## src/rtl/regfile_pkg.sv

```systemverilog
// Shared types and constants for the register-file writeback arbiter.
package regfile_pkg;

   localparam int DW         = 32;
   localparam int AW         = 5;
   localparam int FIFO_DEPTH = 4;

   localparam logic BANK_A = 1'b0;
   localparam logic BANK_B = 1'b1;

   typedef struct packed {
      logic          bank;
      logic [AW-1:0] addr;
      logic [DW-1:0] data;
   } wb_req_t;

   // Which core wins the next same bank+addr collision.
   typedef enum logic {
      RR_CORE1 = 1'b0,
      RR_CORE2 = 1'b1
   } rr_t;

endpackage

```

## src/rtl/wb_fifo.sv

```systemverilog
// Per-core writeback request FIFO; head is visible combinationally while not empty.
module wb_fifo
   import regfile_pkg::*;
#(
   parameter type T     = wb_req_t,
   parameter int  DEPTH = 4
) (
   input  logic clk,
   input  logic rst_n,
   input  logic push,
   input  T     push_data,
   input  logic pop,
   output T     head,
   output logic empty,
   output logic full
);

   localparam int PW = $clog2(DEPTH);

   T            mem [DEPTH];
   logic [PW:0] wr_ptr;
   logic [PW:0] rd_ptr;
   logic        do_push;
   logic        do_pop;

   // Extra MSB on each pointer is the wrap bit that separates full from empty.
   assign empty   = (wr_ptr == rd_ptr);
   assign full    = (wr_ptr[PW] != rd_ptr[PW]) && (wr_ptr[PW-1:0] == rd_ptr[PW-1:0]);
   assign do_push = push && !full;
   assign do_pop  = pop && !empty;
   assign head    = mem[rd_ptr[PW-1:0]];

   always_ff @(posedge clk or negedge rst_n) begin
      if (!rst_n) begin
         wr_ptr <= '0;
         rd_ptr <= '0;
      end else begin
         if (do_push) wr_ptr <= wr_ptr + 1'b1;
         if (do_pop)  rd_ptr <= rd_ptr + 1'b1;
      end
   end

   always_ff @(posedge clk) begin
      if (do_push) mem[wr_ptr[PW-1:0]] <= push_data;
   end

endmodule

```

## src/rtl/regfile_wb_arbiter.sv

```systemverilog
// Writeback arbiter in front of the dual-bank register file: per-core FIFOs and
// round-robin resolution of same bank+addr collisions. WB_STATS_EN adds coll_cnt/stall_cnt.
module regfile_wb_arbiter
   import regfile_pkg::*;
#(
   parameter int DW         = regfile_pkg::DW,
   parameter int AW         = regfile_pkg::AW,
   parameter int FIFO_DEPTH = regfile_pkg::FIFO_DEPTH
) (
   input  logic          clk,
   input  logic          rst_n,
   input  logic          wb_valid1,
   output logic          wb_ready1,
   input  logic          wb_bank1,
   input  logic [AW-1:0] wb_addr1,
   input  logic [DW-1:0] wb_data1,
   input  logic          wb_valid2,
   output logic          wb_ready2,
   input  logic          wb_bank2,
   input  logic [AW-1:0] wb_addr2,
   input  logic [DW-1:0] wb_data2,
   output logic          wr_en_a1,
   output logic [AW-1:0] wr_addr_a1,
   output logic [DW-1:0] wr_data_a1,
   output logic          wr_en_a2,
   output logic [AW-1:0] wr_addr_a2,
   output logic [DW-1:0] wr_data_a2,
   output logic          wr_en_b1,
   output logic [AW-1:0] wr_addr_b1,
   output logic [DW-1:0] wr_data_b1,
   output logic          wr_en_b2,
   output logic [AW-1:0] wr_addr_b2,
   output logic [DW-1:0] wr_data_b2,
   output logic          idle
`ifdef WB_STATS_EN
   ,
   output logic [15:0]   coll_cnt,
   output logic [15:0]   stall_cnt
`endif
);

   typedef struct packed {
      logic          bank;
      logic [AW-1:0] addr;
      logic [DW-1:0] data;
   } req_t;

   req_t head1;
   req_t head2;
   req_t in1;
   req_t in2;
   logic empty1;
   logic empty2;
   logic full1;
   logic full2;
   logic coll;
   logic issue1;
   logic issue2;
   logic sel_a1;
   logic sel_b1;
   logic sel_a2;
   logic sel_b2;
   rr_t  rr_q;
   rr_t  rr_d;

   assign in1       = '{bank: wb_bank1, addr: wb_addr1, data: wb_data1};
   assign in2       = '{bank: wb_bank2, addr: wb_addr2, data: wb_data2};
   assign wb_ready1 = !full1;
   assign wb_ready2 = !full2;

   wb_fifo #(
      .T     (req_t),
      .DEPTH (FIFO_DEPTH)
   ) u_fifo1 (
      .clk       (clk),
      .rst_n     (rst_n),
      .push      (wb_valid1 && wb_ready1),
      .push_data (in1),
      .pop       (issue1),
      .head      (head1),
      .empty     (empty1),
      .full      (full1)
   );

   wb_fifo #(
      .T     (req_t),
      .DEPTH (FIFO_DEPTH)
   ) u_fifo2 (
      .clk       (clk),
      .rst_n     (rst_n),
      .push      (wb_valid2 && wb_ready2),
      .push_data (in2),
      .pop       (issue2),
      .head      (head2),
      .empty     (empty2),
      .full      (full2)
   );

   always_ff @(posedge clk or negedge rst_n) begin
      if (!rst_n) rr_q <= RR_CORE1;
      else        rr_q <= rr_d;
   end

   // Only the current heads take part; a losing head simply stays in its FIFO.
   always_comb begin
      coll   = !empty1 && !empty2 && (head1.bank == head2.bank) && (head1.addr == head2.addr);
      issue1 = !empty1 && (!coll || (rr_q == RR_CORE1));
      issue2 = !empty2 && (!coll || (rr_q == RR_CORE2));
      rr_d   = rr_q;
      if (coll) rr_d = (rr_q == RR_CORE1) ? RR_CORE2 : RR_CORE1;
      sel_a1 = issue1 && (head1.bank == BANK_A);
      sel_b1 = issue1 && (head1.bank == BANK_B);
      sel_a2 = issue2 && (head2.bank == BANK_A);
      sel_b2 = issue2 && (head2.bank == BANK_B);
   end

   always_ff @(posedge clk or negedge rst_n) begin
      if (!rst_n) begin
         wr_en_a1   <= 1'b0;
         wr_addr_a1 <= '0;
         wr_data_a1 <= '0;
         wr_en_b1   <= 1'b0;
         wr_addr_b1 <= '0;
         wr_data_b1 <= '0;
         wr_en_a2   <= 1'b0;
         wr_addr_a2 <= '0;
         wr_data_a2 <= '0;
         wr_en_b2   <= 1'b0;
         wr_addr_b2 <= '0;
         wr_data_b2 <= '0;
      end else begin
         wr_en_a1   <= sel_a1;
         wr_addr_a1 <= sel_a1 ? head1.addr : '0;
         wr_data_a1 <= sel_a1 ? head1.data : '0;
         wr_en_b1   <= sel_b1;
         wr_addr_b1 <= sel_b1 ? head1.addr : '0;
         wr_data_b1 <= sel_b1 ? head1.data : '0;
         wr_en_a2   <= sel_a2;
         wr_addr_a2 <= sel_a2 ? head2.addr : '0;
         wr_data_a2 <= sel_a2 ? head2.data : '0;
         wr_en_b2   <= sel_b2;
         wr_addr_b2 <= sel_b2 ? head2.addr : '0;
         wr_data_b2 <= sel_b2 ? head2.data : '0;
      end
   end

   assign idle = empty1 && empty2 && !(wr_en_a1 || wr_en_b1 || wr_en_a2 || wr_en_b2);

`ifdef WB_STATS_EN
   logic stall;

   assign stall = (wb_valid1 && !wb_ready1) || (wb_valid2 && !wb_ready2);

   always_ff @(posedge clk or negedge rst_n) begin
      if (!rst_n) begin
         coll_cnt  <= '0;
         stall_cnt <= '0;
      end else begin
         if (coll && (coll_cnt != '1))   coll_cnt  <= coll_cnt + 1'b1;
         if (stall && (stall_cnt != '1)) stall_cnt <= stall_cnt + 1'b1;
      end
   end
`endif

endmodule

```

## config.mk

```make
export PLATFORM = sky130hd
export DESIGN_NAME = regfile_wb_arbiter
export DESIGN_NICKNAME = d
export VERILOG_FILES = /design/src/rtl/regfile_pkg.sv /design/src/rtl/wb_fifo.sv /design/src/rtl/regfile_wb_arbiter.sv
export SDC_FILE = /design/constraint.sdc
export NUM_CORES = 1
export LEC_CHECK = 0
export CAP_MARGIN = 20
export CELL_PAD_IN_SITES_DETAIL_PLACEMENT = 0
export CELL_PAD_IN_SITES_GLOBAL_PLACEMENT = 1
export CORE_AREA = 2 2 150 225
export CTS_BUF_LIST = sky130_fd_sc_hd__clkbuf_8
export DETAILED_ROUTE_END_ITERATION = 8
export DIE_AREA = 0 0 152 227
export HOLD_SLACK_MARGIN = 0.08
export PLACE_DENSITY = 0.83
export SETUP_SLACK_MARGIN = 0.1
export SYNTH_ARGS = -nofsm -noshare
export SYNTH_HDL_FRONTEND = slang
export SYNTH_SLANG_ARGS = --single-unit
```

## constraint.sdc

```tcl
create_clock -name clk -period 6.9 [get_ports clk]
set_input_delay 1.725 -clock clk [delete_from_list [all_inputs] [get_ports clk]]
set_output_delay 1.725 -clock clk [all_outputs]
set_load 0.02 [all_outputs]
```

==> summary.md <==
| Metric | Value |
|---|---|
| Status | finished, final reports clean |
| Total CTS buffers | 68 |
| Critical Path Sink Type | output port |
| Worst Path Max Fanout | 41 |
| Final max-slew violation count | 0 |
| Die width | 152 microns |
| Tot Pwr | 9.80 mW |
| Final Hold Fails | 0 |
| Synth top cells by count | edfxtp_1 (304), dfrtp_1 (165), and3_1 (83), and2_1 (76), mux4_2 (76) |
| CP Class | reg -> out |
| Final RePlAce weighted congestion | 0.678 |
| Switching share of total power | 32.5% |
| Critical Path Start Type | flip-flop |
| P_sw | 3.18 mW |
| Crit path time final | 4.93 ns |
| Reg clk slew, reported paths | 0.07 ns |
| Clk_skew | 0.0186 ns |
| Final TNS setup | 0 ns |
| Port bufs | 234 |
| Vias | 8128 |
| Via density | 5.25 |
| Most numerous cell in the Yosys netlist | edfxtp_1 |
| Maxcap violations | 0 |
| Reg-to-Reg Start | u_fifo1.rd_ptr[0]$_DFFE_PN0P_ |
| Seq pwr share | 42.4% |
| Clock network power share | 21.9% |
| Max VDD drop | 0.000232 V |
| Achievable frequency | 203 MHz |
| CP arrival | 3.21 ns |
| Async set or reset register ratio after synthesis | 35.2% |
| Crit path launch | u_fifo2.rd_ptr[1]$_DFFE_PN0P_ |
| Rows | 81 |
| Post-synth EDFFs | 304 |
| Syn avg cell area | 20.6 sq um |
| Core area | 32500 sq um |
| Bufs on Longest Clock Path | 3 |
| Antenna-violating nets left | 0 |
| Leak pwr | 8.02 nW |
| DRT iter0 DRCs | 407 |
| Class of the worst hold path | reg -> reg |
| Cells after synthesis | 810 |
| # hold bufs at CTS | 0 |
| Post-Route WL | 32.2 mm |
| Worst-Margin Slew | 1.08 ns |
| Pwr Density | 470 nW/um^2 |
| Overall Global Routing Usage | 19.0% |
| Clk Latency, worst-skew pair | 0.59 ns |
| Area Growth Syn to Fin | 24.6% |
| Starting Density | 51.4% |
| YS warnings | 0 |
| Clock Root Buffer | clkbuf_8 |
| CTS tree | done |
| Mapped Area | 16700 sq um |
| Setup bufs post-CTS | 0 |
| Grt total ovfl | 0 |
| Number of global-route vias before repair | 8893 |
| First-pass GRT wire length | 49.3 mm |
| Comb pwr share | 35.7% |
| Initial antenna violation count | 1 |
| WP data required | 5.18 ns |
| Internal | 6.62 mW |
| Sinks on Clock Net | 469 |
| Yosys cell types | 27 |
| Register area share after synthesis | 79.3% |
| Syn Nets | 900 |
| Die height | 227 microns |
| Tcrit/Tclk final | 71.5% |
| Yosys top cell area share | 54.6% |
| Die area | 34500 sq um |
| DR WL/cell | 20.8 microns |
| IO Count | 235 |
| DPL Wire Length | 19.4 mm |
| Hold_sp | u_fifo2.wr_ptr[2]$_DFFE_PN0P_ |
| Fraction of layout cells with a size suffix above 1 | 17.6% |
| DRC | 0 |
| Largest net degree at the start of global routing | 93 |
| Post-synthesis register bit count | 469 |
| H-tree Lvls | 3 |
| Max-slew headroom | 27.9% |
| PostCTS Resize Cnt | 0 |
| First drt pass iteration count | 4 |
| Reg2Reg Setup Slack | 2.31 ns |
| Nets | 1169 |
| Final setup fails | 0 |
| Area leader, netlist | edfxtp_1 |
| Synth area leaders | edfxtp_1 (55%), dfrtp_1 (25%), mux4_2 (10%) |
| RSZ-0062 raised after global routing | false |
| Prevailing post-synth register cell | edfxtp_1 |
## layout make-up
type                            count  area, sq um
Multi-Input combinational cell    293         3250
Fill cell                        2222        11700
Sequential cell                   469        13300
Tap cell                          415          519
Clock inverter                     40          218
Inverter                            6         22.5
Antenna cell                        1         2.50
Timing Repair Buffer              241         2420
Clock buffer                       83         1140
## layer usage
layer	routed length, microns	global-route usage (%)	vias to the layer above
met3	1640	4.40	41
met2	18100	35.9	243
met5	0	0	-
met1	11900	21.0	4214
met4	549	6.63	0
li1	-	-	3630
## power groups by stage
stage | sequential [mW] | combinational (mW) | clock, mW
after floorplan | 4.50 | 1.93 | 0
after global placement | 4.19 | 3.49 | 0
after detailed placement | 4.22 | 3.56 | 0
after CTS | 4.17 | 3.57 | 2.21
after global routing | 4.23 | 3.80 | 2.32
final | 4.15 | 3.50 | 2.15
## critical path, cell delays in order (launching register included)
cell	delay [ns]
dfrtp_2	1.06
xor2_1	0.21
nor3_2	0.47
and3_1	0.29
clkdlybuf4s50_1	0.62
## logic make-up (layout without fill, tap and decap cells)
| family | count (synthesis) | after routing | synth area share, % |
|---|---|---|---|
| and+or+nand+nor | 180 | 180 | 6.78 |
| other | 0 | 1 | 0 |
| AOI/OAI and AO/OA | 4 | 4 | 0.209 |
| xor gates and xnor gates | 21 | 21 | 1.10 |
| buffers and inverters | 48 | 370 | 1.52 |
| muxes | 78 | 78 | 10.4 |
| adders and majority gates | 10 | 10 | 0.748 |
| DFF | 469 | 469 | 79.3 |
## cell usage in the layout (no fill, tap or decap)
cell type	instances
nor2_2	1
buf_4	5
clkbuf_8	84
nor2b_4	2
nor2_1	2
clkinv_2	5
nor3_2	1
ha_1	10
mux4_2	76
diode_2	1
o21ai_0	2
nor4_2	1
mux2_2	2
inv_1	35
edfxtp_1	304
and3_1	75
clkinv_4	1
nand3_1	1
clkinv_1	2
buf_12	2
nand2_1	8
nor4_1	1
nor3_1	2
clkdlybuf4s50_1	233
nor3_4	1
dfrtp_2	4
xor2_1	16
a31oi_4	2
nor4b_2	1
bufinv_16	2
and2_1	76
and3_2	8
clkinvlp_4	1
dfrtp_1	161
xnor2_1	5
## worst paths after layout
path,to,depth (start not counted)
max,idle,4
max reg2reg,wr_data_a1[29]$_DFF_PN0_,7
min in group asynchronous,wr_data_a1[3]$_DFF_PN0_,1
min reg2reg,u_fifo2.wr_ptr[2]$_DFFE_PN0P_,1
max in group asynchronous,wr_data_b2[22]$_DFF_PN0_,2
min,u_fifo2.wr_ptr[2]$_DFFE_PN0P_,1
## per-stage QoR
step / utilization (%) / setup slack [ns] / hold slack [ns] / instance area [sq um] / cells
floorplan: - / 3.58 / 0.460 / 16700 / 810
detailed placement: 59.7 / 2.17 / 0.475 / 19400 / 1422
CTS: 63.9 / 1.84 / 0.488 / 20800 / 1545
finish: 64.1 / 1.97 / 0.485 / 20800 / 1548
global placement: 59.7 / 2.29 / 0.474 / 19400 / 1422
global route: 64.1 / 1.75 / 0.504 / 20800 / 1548
## flip-flops by register name, indices dropped and copies added (netlist names)
name / flops
u_fifo1.rd_ptr: 3
u_fifo1.mem: 152
wr_en_a2: 1
wr_en_b1: 1
wr_addr_b2: 5
wr_addr_a2: 5
wr_data_a1: 32
u_fifo1.wr_ptr: 3
u_fifo2.wr_ptr: 3
wr_en_b2: 1
wr_data_b2: 32
wr_data_a2: 32
u_fifo2.mem: 152
rr_q: 1
u_fifo2.rd_ptr: 3
wr_addr_a1: 5
wr_addr_b1: 5
wr_en_a1: 1
wr_data_b1: 32
Note: power is estimated with default switching activity, not from simulation.
